==> src/rtl/uart_tx_frame_engine.sv <==
// ============================================================================
// Module      : uart_tx_frame_engine
// Description : UART transmitter with per-bit baud prescaler, ready/valid
//               input, optional even/odd parity and 1 or 2 stop bits.
// Revision    : 1.0 - initial release
// ============================================================================
`default_nettype none

module uart_tx_frame_engine #(
   parameter int WIDTH = 8,
   parameter int DIV_W = 16
) (
   input  logic             CLK,
   input  logic             RST,
   input  logic [DIV_W-1:0] BAUD_DIV,
   input  logic             PAR_EN,
   input  logic             PAR_TYPE,
   input  logic             STOP2,
   input  logic [WIDTH-1:0] P_DATA,
   input  logic             DATA_VALID,
   output logic             READY,
   output logic             TX_OUT,
   output logic             BUSY,
   output logic             TX_DONE
);

   localparam int IDX_W = $clog2(WIDTH);

   typedef enum logic [2:0] {
      ST_IDLE   = 3'd0,
      ST_START  = 3'd1,
      ST_DATA   = 3'd2,
      ST_PARITY = 3'd3,
      ST_STOP   = 3'd4
   } state_t;

   state_t             state_q, state_d;
   logic [DIV_W-1:0]   cnt_q, cnt_d;
   logic [DIV_W-1:0]   div_q, div_d;
   logic [WIDTH-1:0]   shreg_q, shreg_d;
   logic [WIDTH-1:0]   data_q, data_d;
   logic               par_en_q, par_en_d;
   logic               par_type_q, par_type_d;
   logic               stop2_q, stop2_d;
   logic [IDX_W-1:0]   idx_q, idx_d;
   logic               tx_q, tx_d;
   logic               busy_q, busy_d;
   logic               ready_q, ready_d;
   logic               done_q, done_d;

   logic               w_bit_end;
   logic               w_parity;
   logic [DIV_W-1:0]   w_div_m1;

   assign w_bit_end = (cnt_q == '0);
   assign w_parity  = (^data_q) ^ par_type_q;
   // A divider of 0 behaves like 1, so the reload value saturates at 0.
   assign w_div_m1  = (BAUD_DIV == '0) ? '0 : BAUD_DIV - DIV_W'(1);

   always_ff @(posedge CLK or posedge RST) begin
      if (RST) begin
         state_q    <= ST_IDLE;
         cnt_q      <= '0;
         div_q      <= '0;
         shreg_q    <= '0;
         data_q     <= '0;
         par_en_q   <= 1'b0;
         par_type_q <= 1'b0;
         stop2_q    <= 1'b0;
         idx_q      <= '0;
         tx_q       <= 1'b1;
         busy_q     <= 1'b0;
         ready_q    <= 1'b1;
         done_q     <= 1'b0;
      end else begin
         state_q    <= state_d;
         cnt_q      <= cnt_d;
         div_q      <= div_d;
         shreg_q    <= shreg_d;
         data_q     <= data_d;
         par_en_q   <= par_en_d;
         par_type_q <= par_type_d;
         stop2_q    <= stop2_d;
         idx_q      <= idx_d;
         tx_q       <= tx_d;
         busy_q     <= busy_d;
         ready_q    <= ready_d;
         done_q     <= done_d;
      end
   end

   always_comb begin
      state_d    = state_q;
      cnt_d      = cnt_q;
      div_d      = div_q;
      shreg_d    = shreg_q;
      data_d     = data_q;
      par_en_d   = par_en_q;
      par_type_d = par_type_q;
      stop2_d    = stop2_q;
      idx_d      = idx_q;
      tx_d       = tx_q;
      busy_d     = busy_q;
      ready_d    = ready_q;
      done_d     = 1'b0;

      if (state_q != ST_IDLE && !w_bit_end) begin
         cnt_d = cnt_q - DIV_W'(1);
      end

      case (state_q)
         ST_IDLE: begin
            if (DATA_VALID && ready_q) begin
               state_d    = ST_START;
               cnt_d      = w_div_m1;
               div_d      = w_div_m1;
               shreg_d    = P_DATA;
               data_d     = P_DATA;
               par_en_d   = PAR_EN;
               par_type_d = PAR_TYPE;
               stop2_d    = STOP2;
               idx_d      = '0;
               tx_d       = 1'b0;
               busy_d     = 1'b1;
               ready_d    = 1'b0;
            end
         end
         ST_START: begin
            if (w_bit_end) begin
               cnt_d   = div_q;
               state_d = ST_DATA;
               tx_d    = shreg_q[0];
               shreg_d = shreg_q >> 1;
               idx_d   = '0;
            end
         end
         ST_DATA: begin
            if (w_bit_end) begin
               cnt_d = div_q;
               if (idx_q == IDX_W'(WIDTH - 1)) begin
                  idx_d = '0;
                  if (par_en_q) begin
                     state_d = ST_PARITY;
                     tx_d    = w_parity;
                  end else begin
                     state_d = ST_STOP;
                     tx_d    = 1'b1;
                  end
               end else begin
                  idx_d   = idx_q + IDX_W'(1);
                  tx_d    = shreg_q[0];
                  shreg_d = shreg_q >> 1;
               end
            end
         end
         ST_PARITY: begin
            if (w_bit_end) begin
               cnt_d   = div_q;
               state_d = ST_STOP;
               tx_d    = 1'b1;
               idx_d   = '0;
            end
         end
         ST_STOP: begin
            // idx counts stop bits; the last one is index 0 or 1.
            if (w_bit_end) begin
               cnt_d = div_q;
               if (idx_q == IDX_W'(stop2_q)) begin
                  state_d = ST_IDLE;
                  cnt_d   = '0;
                  busy_d  = 1'b0;
                  ready_d = 1'b1;
                  done_d  = 1'b1;
               end else begin
                  idx_d = idx_q + IDX_W'(1);
               end
            end
         end
         default: begin
            state_d = ST_IDLE;
            cnt_d   = '0;
            tx_d    = 1'b1;
            busy_d  = 1'b0;
            ready_d = 1'b1;
         end
      endcase
   end

   assign READY   = ready_q;
   assign TX_OUT  = tx_q;
   assign BUSY    = busy_q;
   assign TX_DONE = done_q;

endmodule

`default_nettype wire
==> config.mk <==
export PLATFORM = sky130hd
export DESIGN_NAME = uart_tx_frame_engine
export DESIGN_NICKNAME = d
export VERILOG_FILES = /design/src/rtl/uart_tx_frame_engine.sv
export SDC_FILE = /design/constraint.sdc
export NUM_CORES = 1
export LEC_CHECK = 0
export ABC_AREA = 1
export CORE_ASPECT_RATIO = 1.4
export CORE_UTILIZATION = 55
export CTS_CLUSTER_DIAMETER = 30
export DETAILED_ROUTE_END_ITERATION = 16
export DONT_BUFFER_PORTS = 1
export GPL_TIMING_DRIVEN = 1
export MAX_ROUTING_LAYER = met4
export PLACE_DENSITY = 0.71
export REMOVE_ABC_BUFFERS = 1
export SKIP_LAST_GASP = 1
export SLEW_MARGIN = 20
export SYNTH_ARGS = -nofsm -noshare
export SYNTH_HDL_FRONTEND = slang
export SYNTH_SLANG_ARGS = --single-unit
==> constraint.sdc <==
create_clock -name CLK -period 2.8 [get_ports CLK]
set_input_delay 0.28 -clock CLK [delete_from_list [all_inputs] [get_ports CLK]]
set_output_delay 0.28 -clock CLK [all_outputs]
set_load 0.02 [all_outputs]
==> flow_metrics.env, run 1 <==
export IMPL_run_status="finished with violations"
export IMPL_violations="negative hold slack"
export IMPL_min_period_ns=2.14
export IMPL_cts_buffers_inserted=9
export IMPL_core_rowCount=35
export IMPL_yosysSeqAreaShare_pct=39.5
export IMPL_dp_cells=615
export IMPL_die_h_um=101
export IMPL_multiInputGateArea_um2=2010
export IMPL_io_buffers=0
export IMPL_track_usage_pct=25.7
export IMPL_postSynthCellCount=528
export IMPL_core_area_um2=6700
export IMPL_cts_resized=0
export IMPL_wl_mm=8.16
export IMPL_place_area_um2=3950
export IMPL_fmax_mhz=468
export IMPL_netlist_area_leader_share_pct=38.2
export IMPL_synthToLayoutAreaGrowth_pct=6.63
export IMPL_grt_max_degree=50
export IMPL_first_iter_violations=188
export IMPL_vias_per_cell=5.23
export IMPL_critical_path_class="reg -> reg"
export IMPL_antenna_cells=0
export IMPL_syn_cell_area_um2=3870
export IMPL_overflow=0
export IMPL_layout_common_cells="nand2_1 (149), nor2_1 (62), dfrtp_1 (59), inv_1 (59), nand3_1 (39)"
export IMPL_yosysWarnings=0
export IMPL_first_pass_iters=4
export IMPL_critPathLaunchType="flip-flop"
export IMPL_clock_skew_ns=0.0116
export IMPL_clock_sinks=61
export IMPL_drtAntennaViolNets=0
export IMPL_synth_area_leaders="dfrtp_1 (38%), nand2_1 (14%), nor2_1 (6.0%)"
export IMPL_totalPowerFinal_mw=1.64
export IMPL_holdBufCountCts=0
export IMPL_grt_pass1_wl_mm=14.1
export IMPL_vdd_drop_max_mv=0.337
export IMPL_wire_per_inst_um=12.9
export IMPL_setup_viol_count_final=0
export IMPL_grt_antenna_before_repair=0
export IMPL_dp_hpwl_mm=6.25
export IMPL_cts_setup_buffers=0
export IMPL_slew_headroom_pct=43.2
export IMPL_hold_violations=45
export IMPL_fin_nets=569
export IMPL_final_cells=631
export IMPL_p_per_area_nw_per_um2=397
export IMPL_crit_slowest_cell="nor2_2"
export IMPL_tns_ns=0
export IMPL_crit_chain="nor2_4 > nand2_4 > nor2_2 > inv_1 > nor2_1 > o21bai_1"
export IMPL_gp_congestion=0.853
export IMPL_dieArea_um2=7380
export IMPL_worst_setup_path_end_kind="flip-flop"
export IMPL_critical_path_max_fanout=16
export IMPL_regArea_um2=1530
export IMPL_drc=0
export IMPL_start_util_pct=57.7
export IMPL_worstPathArrival_ns=2.41
export IMPL_fin_crit_sh_pct=76.3
export IMPL_synth_edf_count=0
export IMPL_synth_seq_cells=61
export IMPL_fillCellCount=630
export IMPL_tightest_slew_ns=0.851
export IMPL_first_global_vias=3120
export IMPL_mostFrequentLayoutCell="nand2_1"
export IMPL_power_leakage_nw=2.05
export IMPL_synthFlopType="dfrtp_1"
export IMPL_io_pin_count=34
export IMPL_hp_class="in -> async"
export IMPL_maxSlewViolCount=0
export IMPL_synth_distinct_cells=38
export IMPL_worst_skew_pair_late_latency_ns=0.35
export IMPL_slowest_delay_ns=0.53
export IMPL_die_w_um=72.9
export IMPL_max_cap_violations=0
export IMPL_required_ns=3.07
export IMPL_drive_above_1_share_pct=11.9
export IMPL_rsz0062_at_grt="false"
export IMPL_finalInstanceArea_um2=4130
export IMPL_avgSynthCellArea_um2=7.33
export IMPL_htree_levels=3
export IMPL_cts_reportedPaths_clkPinSlew_ns=0.08
export IMPL_clockBufferDepth=2
export IMPL_cts_root_buf="clkbuf_8"
export IMPL_whs_ns=-0.0489
export IMPL_yosys_area_top_type="dfrtp_1"
export IMPL_cts_tree="built"
export IMPL_vias=3297
export IMPL_ys_async_sr_fraction_pct=100
cells by family (layout without fill, tap and decap cells):
kind of cell / after synthesis / in the layout / share of synthesized area (%)
and+or+nand+nor: 286 / 286 / 33.2
buffers and inverters: 79 / 90 / 8.44
AOI/OAI and AO/OA: 73 / 73 / 11.6
DFF: 61 / 61 / 39.5
xor gates and xnor gates: 18 / 18 / 4.08
muxes: 6 / 6 / 1.55
adders and majority gates: 5 / 5 / 1.62
Yosys cell counts (6+ instances only):
| master | number |
|---|---|
| nand2_1 | 149 |
| nor2_1 | 62 |
| inv_1 | 60 |
| dfrtp_1 | 59 |
| nand3_1 | 39 |
| o21ai_0 | 35 |
| xor2_1 | 13 |
| inv_2 | 9 |
| a21oi_1 | 8 |
| o21ai_2 | 8 |
| o21ai_1 | 7 |
| mux2i_1 | 6 |
| nand2_2 | 6 |
report_power, final:
part / switching (mW) / internal (mW)
registers: 0 / 0.881
clock network: 0.385 / 0.321
logic: 0.0353 / 0.0143
total: 0.420 / 1.22
per-layer routing:
| layer | share of wire, % | vias up | track usage, % |
|---|---|---|---|
| met5 | 0 | - | - |
| met4 | 2.1 | 0 | 9.65 |
| met3 | 2.9 | 14 | 4.98 |
| met2 | 48 | 53 | 40.7 |
| met1 | 47 | 1535 | 32.5 |
| li1 | - | 1695 | - |
layout make-up:
class	instances	area share (%)
sequential	61	37.1
clock buffer	9	3.00
timing repair buffer	4	0.728
clock inverter	7	1.21
multi-input combinational	388	48.8
tap	92	2.79
inverter	70	6.40
registers in the layout, indices dropped and copies added (netlist names), 3 cells and up:
signal,cells
cnt_q,16
div_q,16
data_q,8
shreg_q,8
idx_q,3
state_q,3
path summary, 6_finish.rpt:
check	from	to	slack, ns	depth (start not counted)
worst max register to register	state_q[0]	div_q[10]	0.66	6
max in group asynchronous	RST	div_q[5]	2.22	2
worst min-delay path	RST	data_q[0]	-0.05	1
min in group CLK	P_DATA[0]	data_q[0]	0.04	2
worst max-delay path	state_q[0]	div_q[10]	0.66	6
worst min register to register	div_q[14]	div_q[14]	0.48	2
through the flow:
| stage | hold WS, ns | util, % | setup WS, ns |
|---|---|---|---|
| 6_report | -0.0489 | 61.6 | 0.665 |
| 3_5_place_dp | 0.408 | 59.0 | 0.688 |
| 2_1_floorplan | 0.401 | - | 0.638 |
| 3_3_place_gp | 0.404 | 59.0 | 0.750 |
| 4_1_cts | 0.0384 | 61.6 | 0.653 |
| 5_1_grt | 0.0255 | 61.6 | 0.476 |
worst max-delay path: cells and delay by family, from the launching register on:
family / cells / cell delay, ns
DFF: 1 / 0.46
AOI/OAI and AO/OA: 1 / 0.12
buffers and inverters: 1 / 0.40
and+or+nand+nor: 4 / 1.06
(Power assumes the default switching activity.)
==> run 2: changes to the inputs <==
--- a/config.mk
+++ b/config.mk
@@ -13,7 +13,7 @@
 export DONT_BUFFER_PORTS = 1
 export GPL_TIMING_DRIVEN = 1
 export MAX_ROUTING_LAYER = met4
-export PLACE_DENSITY = 0.71
+export PLACE_DENSITY = 0.74
 export REMOVE_ABC_BUFFERS = 1
 export SKIP_LAST_GASP = 1
 export SLEW_MARGIN = 20
==> constraint.sdc (replaced) <==
create_clock -name CLK -period 1.8 [get_ports CLK]
set_input_delay 0.18 -clock CLK [delete_from_list [all_inputs] [get_ports CLK]]
set_output_delay 0.18 -clock CLK [all_outputs]
set_load 0.02 [all_outputs]
==> flow_metrics.env, run 2 (same netlist as run 1, synthesis figures left out) <==
export IMPL_run_status="finished with violations"
export IMPL_violations="negative setup slack"
export IMPL_drc=0
export IMPL_hp_class="in -> reg"
export IMPL_drive_above_1_share_pct=17.8
export IMPL_whs_ns=0.0304
export IMPL_vias_per_cell=5.37
export IMPL_fmax_mhz=529
export IMPL_min_period_ns=1.89
export IMPL_dp_hpwl_mm=6.34
export IMPL_core_area_um2=6700
export IMPL_r2r_slack_ns=-0.09
export IMPL_fin_nets=604
export IMPL_die_w_um=72.9
export IMPL_path_delay_family="simple AND/OR/NAND/NOR gates"
export IMPL_synthToLayoutAreaGrowth_pct=18.5
export IMPL_r2r_cells=10
export IMPL_grt_antenna_before_repair=0
export IMPL_hold_end="data_q[6]"
export IMPL_dieArea_um2=7380
export IMPL_cts_reportedPaths_clkPinSlew_ns=0.08
export IMPL_clock_skew_ns=0.00919
export IMPL_wl_mm=9.40
export IMPL_track_usage_pct=27.1
export IMPL_setup_viol_count_final=10
export IMPL_max_cap_violations=0
export IMPL_cp_buffers_inverters=2
export IMPL_hp_start="P_DATA[6]"
export IMPL_htree_levels=3
export IMPL_required_ns=2.04
export IMPL_slowest_delay_ns=0.43
export IMPL_vdd_drop_max_mv=0.527
export IMPL_cts_tree="built"
export IMPL_crit_chain="nor2_2 > nand2_2 > nor2_4 > nand2_4 > buf_4 > o21ai_2 > nand4_1 > buf_4 > nand2_1 > o21ai_1"
export IMPL_vias=3579
export IMPL_slew_headroom_pct=68.1
export IMPL_critical_path_class="reg -> reg"
export IMPL_antenna_cells=0
export IMPL_p_sw_share_pct=23.1
export IMPL_pwr_share_seq_pct=48.1
export IMPL_worst_setup_path_end_kind="flip-flop"
export IMPL_critical_path_max_fanout=6
export IMPL_finalWorstSetupSlack_ns=-0.0920
export IMPL_r2r_end="state_q[1]"
export IMPL_reg_largest_list="cnt_q (16), div_q (16)"
export IMPL_io_buffers=0
export IMPL_grt_pass1_wl_mm=14.9
export IMPL_core_rowCount=35
export IMPL_die_h_um=101
export IMPL_crit_slowest_cell="dfrtp_1"
export IMPL_totalPowerFinal_mw=2.85
export IMPL_worstPathArrival_ns=2.13
export IMPL_gp_congestion=0.970
export IMPL_grt_max_degree=62
export IMPL_maxSlewViolCount=0
export IMPL_first_global_vias=3446
export IMPL_p_int_mw=2.19
export IMPL_wire_per_inst_um=14.1
export IMPL_final_cells=666
export IMPL_cts_root_buf="clkbuf_8"
export IMPL_start_util_pct=57.7
export IMPL_mostFrequentLayoutCell="nand2_1"
export IMPL_rsz0062_at_grt="true"
export IMPL_tightest_slew_ns=0.478
export IMPL_io_pin_count=34
export IMPL_clock_sinks=61
export IMPL_first_iter_violations=222
export IMPL_p_sw_mw=0.657
export IMPL_cpMostUsedCell="buf_4"
export IMPL_fin_crit_sh_pct=105
export IMPL_drtAntennaViolNets=0
export IMPL_critPathLaunchType="flip-flop"
export IMPL_first_pass_iters=5
export IMPL_worst_skew_pair_late_latency_ns=0.35
export IMPL_dp_cells=624
export IMPL_power_leakage_nw=2.26
export IMPL_crit_cells=10
export IMPL_p_comb_share_pct=3.5
export IMPL_clockBufferDepth=2
export IMPL_fillCellCount=532
export IMPL_hold_violations=0
export IMPL_r2r_start="cnt_q[4]"
export IMPL_layout_common_cells="nand2_1 (144), dfrtp_1 (59), nor2_1 (59), inv_1 (56), nand3_1 (38)"
export IMPL_min_path_cells=2
export IMPL_overflow=0
export IMPL_p_per_area_nw_per_um2=622
export IMPL_pwr_share_clk_pct=48.5
export IMPL_cts_buffers_inserted=9
run 2: cell count changes in the layout (fill, tap and decap cells not counted), sizes merged, moves of 2 or more:
cell and change:
buf +22, bufinv +2, clkinv -2, dlygate4sd3 +11
run 2: stage by stage:
stage | setup TNS [ns] | cell area (µm²) | worst slack [ns] | util [%]
after floorplan | -5.26 | 3800 | -0.362 | -
after global placement | -0.0878 | 4030 | -0.0187 | 60.1
after detailed placement | -0.527 | 4030 | -0.0814 | 60.1
after CTS | -0.0442 | 4390 | -0.0173 | 65.5
after global routing | -2.46 | 4580 | -0.189 | 68.4
final | -0.333 | 4580 | -0.0920 | 68.4
run 2: worst max path at each step:
stage	start	endpoint	slack (ns)
after floorplan	state_q[0]	div_q[10]	-0.36
after CTS	cnt_q[0]	shreg_q[7]	-0.02
final	cnt_q[4]	state_q[1]	-0.09
after global routing	cnt_q[4]	state_q[2]	-0.19
after detailed placement	cnt_q[0]	shreg_q[6]	-0.08
after global placement	cnt_q[0]	shreg_q[2]	-0.02
run 2: final cells by class:
class                   instances  area, µm²  share of cell area, %
clock inverters                 7       97.6                   2.13
flip-flops and latches         61       1530                   33.4
clock buffers                   9        124                   2.70
inverters                      70        263                   5.73
multi-input cells             389       2090                   45.6
well taps                      92        115                   2.51
repair buffers                 38        363                   7.92
run 2: layer usage:
layer | vias to the layer above | GRT usage, % | wire length [µm]
li1 | 1762 | - | -
met1 | 1662 | 31.3 | 3800
met2 | 120 | 46.6 | 4760
met3 | 35 | 4.08 | 491
met4 | 0 | 11.5 | 348
met5 | - | - | 0
run 2: repair_timing:
action / in CTS / in global routing
gates resized for setup: 1 / 23
hold buffers: 11 / 0
buffers inserted: 1 / 12
pin swaps: 1 / 9
cloned: 0 / 2
hold endpoints to repair: 69 / 0
endpoints found under the setup margin: 11 / 32
run 2: worst reg2reg max path: stages, from the launching register on:
cell	delay (ns)
dfrtp_1	0.43
nor2_2	0.17
nand2_2	0.11
nor2_4	0.16
nand2_4	0.11
buf_4	0.16
o21ai_2	0.18
nand4_1	0.18
buf_4	0.19
nand2_1	0.05
o21ai_1	0.06
run 2: power by group through the flow:
stage | Sequential [mW] | Combinational (mW) | Clock [mW]
detailed placement | 1.40 | 0.0811 | 0
finish | 1.37 | 0.0984 | 1.38
global placement | 1.40 | 0.0802 | 0
CTS | 1.37 | 0.101 | 1.39
floorplan | 1.40 | 0.0594 | 0
global route | 1.37 | 0.114 | 1.45
==> run 3: changes to the inputs <==
--- a/config.mk
+++ b/config.mk
@@ -7,13 +7,13 @@
 export LEC_CHECK = 0
 export ABC_AREA = 1
 export CORE_ASPECT_RATIO = 1.4
-export CORE_UTILIZATION = 55
+export CORE_UTILIZATION = 58
 export CTS_CLUSTER_DIAMETER = 30
 export DETAILED_ROUTE_END_ITERATION = 16
 export DONT_BUFFER_PORTS = 1
 export GPL_TIMING_DRIVEN = 1
 export MAX_ROUTING_LAYER = met4
-export PLACE_DENSITY = 0.74
+export PLACE_DENSITY = 0.77
 export REMOVE_ABC_BUFFERS = 1
 export SKIP_LAST_GASP = 1
 export SLEW_MARGIN = 20
==> flow_metrics.env, run 3 (same netlist as run 1, synthesis figures left out) <==
export IMPL_crit_slowest_cell="dfrtp_1"
export IMPL_clock_sinks=61
export IMPL_dieArea_um2=7010
export IMPL_pwr_share_seq_pct=50.6
export IMPL_die_w_um=71.0
export IMPL_gp_congestion=0.910
export IMPL_io_buffers=0
export IMPL_wl_met2_mm=4.62
export IMPL_required_ns=2.09
export IMPL_overflow=0
export IMPL_core_rowCount=34
export IMPL_run_status="finished with violations"
export IMPL_crit_chain="inv_2 > ha_1 > nand2_1 > inv_1 > nand2_1 > nand3b_1 > o21ai_0 > nand3_1 > nand2_1"
export IMPL_start_util_pct=61.0
export IMPL_htree_levels=3
export IMPL_vias=3583
export IMPL_grt_pass1_wl_mm=15.5
export IMPL_cts_root_buf="clkbuf_8"
export IMPL_mostFrequentLayoutCell="nand2_1"
export IMPL_p_per_area_nw_per_um2=602
export IMPL_cts_tree="built"
export IMPL_io_pin_count=34
export IMPL_die_h_um=98.6
export IMPL_cp_buffers_inverters=2
export IMPL_drc=1
export IMPL_fmax_mhz=559
export IMPL_worst_setup_path_end_kind="flip-flop"
export IMPL_grt_max_degree=62
export IMPL_rsz0062_at_grt="true"
export IMPL_drive_above_1_share_pct=17.2
export IMPL_setup_viol_count_final=0
export IMPL_worst_skew_pair_late_latency_ns=0.35
export IMPL_p_sw_mw=0.651
export IMPL_maxSlewViolCount=0
export IMPL_path_delay_family="simple AND/OR/NAND/NOR gates"
export IMPL_drtAntennaViolNets=0
export IMPL_critPathLaunchType="flip-flop"
export IMPL_first_pass_iters=11
export IMPL_fin_crit_sh_pct=99.5
export IMPL_pwr_share_clk_pct=45.7
export IMPL_p_comb_share_pct=3.6
export IMPL_cpMostUsedCell="nand2_1"
export IMPL_clockBufferDepth=2
export IMPL_clock_skew_ns=0.0132
export IMPL_first_global_vias=3463
export IMPL_tightest_slew_ns=0.412
export IMPL_wl_mm=9.15
export IMPL_min_period_ns=1.79
export IMPL_track_usage_pct=28.8
export IMPL_max_cap_violations=0
export IMPL_vias_per_cell=5.57
export IMPL_critical_path_max_fanout=3
export IMPL_worstPathArrival_ns=2.08
export IMPL_totalPowerFinal_mw=2.71
export IMPL_reg_largest_list="cnt_q (16), div_q (16)"
export IMPL_p_sw_share_pct=24.1
export IMPL_power_leakage_nw=2.24
export IMPL_vdd_drop_max_mv=0.540
export IMPL_wire_per_inst_um=14.2
export IMPL_top_layer="met4"
export IMPL_dp_hpwl_mm=6.08
export IMPL_slew_headroom_pct=72.5
export IMPL_p_int_mw=2.06
export IMPL_fin_nets=601
export IMPL_slowest_delay_ns=0.40
export IMPL_whs_ns=0.0133
export IMPL_hold_violations=0
export IMPL_wl_met1_mm=3.93
export IMPL_first_iter_violations=293
export IMPL_hp_class="in -> reg"
export IMPL_core_area_um2=6340
export IMPL_antenna_cells=0
export IMPL_wl_met3_um=371
export IMPL_synthToLayoutAreaGrowth_pct=16.3
export IMPL_grt_antenna_before_repair=0
export IMPL_cts_buffers_inserted=9
export IMPL_cts_reportedPaths_clkPinSlew_ns=0.07
export IMPL_layout_common_cells="nand2_1 (146), dfrtp_1 (58), nor2_1 (58), inv_1 (57), nand3_1 (38)"
export IMPL_critical_path_class="reg -> reg"
export IMPL_violations="design-rule violations"
-- run 3: path summary, 6_finish.rpt --
path,startpoint,endpoint,slack [ns],depth (start not counted)
max reg2reg,cnt_q[0],cnt_q[14],0.01,9
max in group asynchronous,RST,READY,1.16,3
min reg2reg,div_q[6],div_q[6],0.49,2
min in group asynchronous,RST,state_q[1],0.34,3
min,P_DATA[6],data_q[6],0.01,2
max,cnt_q[0],cnt_q[14],0.01,9
-- run 3: through the flow --
stage	instance area, µm²	cells	setup WS (ns)	setup TNS, ns	util, %
global placement	3990	602	-0.00419	-0.0119	62.9
detailed placement	3990	602	-0.0880	-0.526	62.9
global route	4500	643	-0.0742	-0.634	71.0
CTS	4410	638	-0.00226	-0.00226	69.6
floorplan	3800	519	-0.362	-5.26	-
finish	4500	643	0.00989	0	71.0
-- run 3: routing by layer --
layer | vias up | GRT usage (%)
met4 | 0 | 11.1
met2 | 99 | 47.0
met1 | 1699 | 36.3
met5 | - | -
met3 | 24 | 3.89
li1 | 1761 | -
-- run 3: final cells by class --
class                           count  area (µm²)
Fill cell                         492        1840
Multi-Input combinational cell    389        2080
Tap cell                           72        90.1
Sequential cell                    61        1530
Clock inverter                      7        73.8
Clock buffer                        9         124
Timing Repair Buffer               35         335
Inverter                           70         263
-- run 3: repair_timing --
action	CTS	global route
hold endpoints to repair	69	0
hold buffers	11	0
buffers inserted	7	6
resized for setup	6	17
pin swaps	4	10
endpoints found under the setup margin	12	35
gates cloned	2	0
-- run 3: worst register-to-register path, delay by kind of cell, from the launching register on --
family	cells	cell delay, ns
AOI/OAI and AO/OA	1	0.26
adders and majority gates	1	0.22
buffers and inverters	2	0.21
DFF	1	0.40
and+or+nand+nor	5	0.64
-- run 3: power by group through the flow --
stage          combinational [mW]  clock (mW)  sequential [mW]
6_report                   0.0988        1.24             1.37
5_1_grt                     0.112        1.31             1.37
4_1_cts                     0.101        1.24             1.37
3_5_place_dp               0.0807           0             1.40
3_3_place_gp               0.0790           0             1.40
2_1_floorplan              0.0594           0             1.40
==> RTL change 1: new RTL, config.mk and constraints of run 3 <==
`WIDTH`: 8 -> 16.
--- a/src/rtl/uart_tx_frame_engine.sv
+++ b/src/rtl/uart_tx_frame_engine.sv
@@ -7,7 +7,7 @@
 `default_nettype none
 
 module uart_tx_frame_engine #(
-   parameter int WIDTH = 8,
+   parameter int WIDTH = 16,
    parameter int DIV_W = 16
 ) (
    input  logic             CLK,
Ports: changed (resized P_DATA); port bits go from 34 to 42. The function was not compared with the original's and may differ.
==> RTL change 1 against run 3 <==
The flow finishes with violations (negative setup slack). Routed wire length rose by 30%. Non-clock buffer count up 13. Final cell count increased by 21%. Count of clock-buffer cells in the layout up 3. Area after synthesis up 18%. Design area increased by 24%. Setup slack got worse by 0.12 ns. Total power up 21%. Sequential cell count is 17 higher. Highest routed layer unchanged.
==> RTL change 1: results (changes against run 3) <==
qor: status.run_status complete, but fails checks [unchanged]
qor: status.violations negative setup slack [was design-rule violations]
qor: finish.design.final.nets 714 [was 601]
qor: finish.final_layout_size_suffix_gt1_share 18.5% [was 17.2%]
qor: timing.fin_ws -0.105 ns [was 0.00989 ns]
qor: place.detailedPlacementHpwl 7760 µm [was 6080 µm]
qor: drt.detailedRoute.firstPassIterationCount 6 [was 11]
qor: timing.sum_of_negative_setup_slack -1.73 ns [was 0 ns]
qor: timing.finalSetupViolCount 32 [was 0]
qor: place.placed_area 4870 µm² [was 3990 µm²]
qor: logic_synthesis.yosys-top-cells-area dfrtp_1 41%, nand2_1 14%, nor2_1 6.5% [was dfrtp_1 38%, nand2_1 14%, nor2_1 6.0%]
qor: pwr.power.leakage 2.65 nW [was 2.24 nW]
qor: place.portBuffers 0 [unchanged]
qor: grt.grt_pass1_wl 18400 µm [was 15500 µm]
qor: place.globalplace.congestion 1.00 [was 0.910]
qor: logic_synthesis.mapped_cells 627 [was 528]
qor: logic_synthesis.synthDistinctLibCells 38 [unchanged]
qor: pwr.vdd_ir_drop_max 0.000635 V [was 0.000540 V]
qor: critical_path.slowest_stage dfrtp_1 [unchanged]
qor: logic_synthesis.synth.top_cells.by_count 177 x nand2_1, 79 x nor2_1, 76 x dfrtp_1, 76 x inv_1, 40 x nand3_1 [was 149 x nand2_1, 62 x nor2_1, 60 x inv_1]
qor: finish.nFillCells 570 [was 492]
qor: critical_path.startpoint cnt_q[0] [unchanged]
qor: finish.final_instance_count_excl_fillers 775 [was 643]
qor: grt.global_route.usage.total 29.0% [was 28.8%]
qor: timing.clock-skew-final 0.00742 ns [was 0.0132 ns]
qor: critical_path.critical_path_peak_fanout 8 [was 3]
qor: worst_hold_path.hold_end data_q[2] [was data_q[6]]
qor: drt.routed_via_density 5.46 [was 5.57]
qor: timing.worst-slew-pin-transition 0.471 ns [was 0.412 ns]
qor: critical_path.timing.critical_path.to shreg_q[6] [was cnt_q[14]]
qor: critical_path.critPathArrivalTime 2.19 ns [was 2.08 ns]
qor: grt.pin_count_of_the_biggest_net_entering_global_routing 35 [was 62]
qor: place.numPlacedInstances 736 [was 602]
qor: logic_synthesis.yosysWarningCount 0 [unchanged]
qor: drt.postRouteWirelength 11900 µm [was 9150 µm]
qor: drt.detail_route.iter0.violations 317 [was 293]
qor: worst_hold_path.origin_of_the_worst_min_delay_path P_DATA[2] [was P_DATA[6]]
qor: timing.hold-worst-slack 0.0171 ns [was 0.0133 ns]
qor: logic_synthesis.synth.yosys.seq_area_share 42.6% [was 39.5%]
qor: critical_path.rr_worst_depth 12 [was 9]
qor: finish.area.sequential 1960 µm² [was 1530 µm²]
[RTL change 1: cell types whose count changed after synthesis, moves of 6 or more]
cell,change
a21oi_1,+14
a21oi_2,+10
clkbuf_1,+7
dfrtp_1,+17
inv_1,+16
mux2i_1,-6
nand2_1,+28
nor2_1,+17
o211ai_1,+7
o21ai_2,-7
[RTL change 1: area by class of cell]
cell class | count | share of cell area (%)
multi-input combinational | 452 | 44.0
sequential | 78 | 35.0
timing repair buffer | 48 | 9.45
inverter | 82 | 5.58
clock buffer | 12 | 2.96
tap | 100 | 2.24
clock inverter | 3 | 0.762
[RTL change 1: worst reg2reg max path: stages, from the launching register on]
cell,delay [ns]
dfrtp_1,0.40
inv_2,0.09
ha_4,0.13
inv_2,0.03
nor2_2,0.08
nand4_2,0.11
nor2_4,0.19
o21ai_1,0.13
nor3_4,0.17
buf_12,0.15
clkbuf_16,0.19
nor2_4,0.04
a21oi_2,0.11
[RTL change 1: logic make-up (layout without fill, tap and decap cells)]
family	count (synthesis)	after routing	share of synthesized area, %
simple gates	331	331	31.0
compound gates	97	97	13.0
buf+inv	97	145	8.44
flops	78	78	42.6
xor+xnor	19	19	3.63
fa+ha+maj	5	5	1.37
[RTL change 1: what timing repair did]
action,in CTS,in global routing
endpoints found under the setup margin,39,43
resized for setup,5,56
buffers inserted,1,5
cloned,0,3
endpoints found under the hold margin,29,0
pin swaps,2,4
hold buffers,15,0
[RTL change 1: metal layers]
| metal | part of all wire [%] | global-route usage, % |
|---|---|---|
| met5 | 0 | - |
| met4 | 3.3 | 13.2 |
| met3 | 4.6 | 5.96 |
| met2 | 54 | 51.9 |
| met1 | 38 | 30.4 |
[RTL change 1: power by group]
part / switching [mW] / internal [mW]
combinational: 0.0776 / 0.0493
clock: 0.640 / 0.744
sequential: 0 / 1.75
total: 0.717 / 2.54
==> RTL change 2: new RTL, settings of run 3 <==
Without the edit above. Reset style: synchronous (`RST`), changed in one clocked block.
--- a/src/rtl/uart_tx_frame_engine.sv
+++ b/src/rtl/uart_tx_frame_engine.sv
@@ -57,7 +57,7 @@
    // A divider of 0 behaves like 1, so the reload value saturates at 0.
    assign w_div_m1  = (BAUD_DIV == '0) ? '0 : BAUD_DIV - DIV_W'(1);
 
-   always_ff @(posedge CLK or posedge RST) begin
+   always_ff @(posedge CLK) begin
       if (RST) begin
          state_q    <= ST_IDLE;
          cnt_q      <= '0;
Formal check against the unedited RTL: differs if RST is asserted again (counterexample within 4 cycles, from zero or initial values and one cycle with RST high); with RST held inactive, the same outputs for 10 cycles.
==> RTL change 2 against run 3 <==
Routed wire length grew 2.5%. Highest routed layer unchanged. Clock skew shrank 0.0057 ns. Area after synthesis up 2.1%. First-iteration DRC count fell by 30%. Critical endpoint is now cnt_q[8]. Design area down 4.7%. Sequential cell count unchanged. Setup slack improved by 0.023 ns.
Power is left out: it rests on default switching activity, and per cell area and clock period it moved more than threefold.
==> RTL change 2: results (changes against run 3) <==
qor: place.dp_slack 0.0814 ns [was -0.0880 ns]
qor: critical_path.critical_path_peak_fanout 9 [was 3]
qor: clock_network.cts_setup_buffers 0 [was 7]
qor: logic_synthesis.yosys.area.top_type dfxtp_1 [was dfrtp_1]
qor: place.detailedPlacementHpwl 7040 µm [was 6080 µm]
qor: clock_network.cts.htree.levels 3 [unchanged]
qor: logic_synthesis.yosys-top-cells-area dfxtp_1 31%, nand2_1 13%, nor2_1 9.1% [was dfrtp_1 38%, nand2_1 14%, nor2_1 6.0%]
qor: place.globalplace.congestion 0.907 [was 0.910]
qor: clock_network.clock_tree.buffer_depth 2 [unchanged]
qor: grt.number_of_antenna_violations_at_the_first_check_in_global_routing 0 [unchanged]
qor: critical_path.slowest_stage dfxtp_1 [was dfrtp_1]
qor: finish.diodes 0 [unchanged]
qor: clock_network.cts.clk_slew.worst_paths 0.07 ns [about the same]
qor: critical_path.critical-path-top-delay-family simple AND/OR/NAND/NOR gates [unchanged]
qor: finish.final_layout_size_suffix_gt1_share 13.0% [was 17.2%]
qor: critical_path.critPathArrivalTime 2.04 ns [was 2.08 ns]
qor: drt.detail_route.iter0.violations 204 [was 293]
qor: drt.postRouteWirelength 9380 µm [was 9150 µm]
qor: finish.nFillCells 607 [was 492]
qor: logic_synthesis.yosysWarningCount 0 [unchanged]
qor: status.run_status complete, no violations [was complete, but fails checks]
qor: critical_path.critical-path-max-stage-delay 0.38 ns [was 0.40 ns]
qor: logic_synthesis.ys_async_sr_fraction 0% [was 100%]
qor: grt.global_route.usage.total 27.4% [was 28.8%]
qor: grt.first_global_vias 3404 [was 3463]
qor: grt.pin_count_of_the_biggest_net_entering_global_routing 44 [was 62]
qor: finish.design.final.nets 646 [was 601]
qor: drt.detailedRoute.firstPassIterationCount 5 [was 11]
qor: clock_network.cts_inserted_buffers 9 [unchanged]
qor: timing.clock-skew-final 0.00748 ns [was 0.0132 ns]
qor: logic_synthesis.synthDistinctLibCells 37 [was 38]
qor: grt.grt_pass1_wl 14900 µm [was 15500 µm]
qor: logic_synthesis.synth.yosys.seq_area_share 30.9% [was 39.5%]
qor: logic_synthesis.synth.top_cells.by_count 140 x nand2_1, 96 x nor2_1, 71 x inv_1 [was 149 x nand2_1, 62 x nor2_1, 60 x inv_1]
qor: timing.worst-slew-pin-transition 0.500 ns [was 0.412 ns]
qor: drt.routed_via_density 5.43 [was 5.57]
==> RTL change 2: cell families (layout without fill, tap and decap cells) <==
logic type      count (synthesis)  after routing  share of synthesized area [%]
compound gates                 80             80                           10.8
xor+xnor                       21             21                           4.65
fa+ha+maj                       5              5                           1.58
buf+inv                        93            108                           10.7
flops                          61             61                           30.9
mux                             7              7                           2.00
simple gates                  334            334                           39.3
==> RTL change 2: worst paths after layout <==
check / from / to / slack (ns) / cells after the start
worst min register to register: div_q[6] / div_q[6] / 0.47 / 2
worst max register to register: state_q[1] / cnt_q[8] / 0.03 / 10
worst min-delay path: P_DATA[7] / data_q[7] / 0.02 / 2
worst max-delay path: state_q[1] / cnt_q[8] / 0.03 / 10
==> RTL change 2: cell type report <==
type                    count  area (µm²)  area share [%]
repair buffers             14         125            2.92
multi-input cells         447        2330            54.4
well taps                  74        92.6            2.16
inverters                  78         305            7.12
clock inverters             3        42.5           0.992
flip-flops and latches     61        1220            28.5
clock buffers              13         169            3.94
==> RTL change 2: worst reg2reg max path: stages, from the launching register on <==
cell and delay, ns:
dfxtp_1 0.38, nor2_2 0.17, inv_2 0.10, nor2_8 0.13, inv_4 0.09, nor2_4 0.17
buf_4 0.20, nand4_1 0.19, nand2_1 0.12, inv_1 0.05, a21oi_1 0.11
==> RTL change 2: repair_timing <==
action / 4_1_cts / 5_1_grt
resized for setup: 0 / 10
setup endpoints to repair: 0 / 23
hold buffers: 4 / 0
hold endpoints to repair: 46 / 0
==> RTL change 2: through the flow <==
stage	utilization [%]	cell area (µm²)	hold WS, ns	instances
floorplan	-	3830	0.249	586
detailed placement	60.9	4000	0.258	670
CTS	64.8	4260	0.00923	690
finish	65.3	4290	0.0182	690
global route	65.3	4290	0.0243	690
global placement	60.9	4000	0.255	670
==> RTL change 2: routing by layer <==
metal  vias to the layer above  wire length (µm)  global-route usage (%)  part of all wire (%)
met2                        91              5050                    48.8                    54
met3                        26               349                    5.17                   3.7
met1                      1707              3670                    28.3                    39
met4                         0               312                    13.7                   3.3
li1                       1923                 -                       -                     -
met5                         -                 0                       -                     0
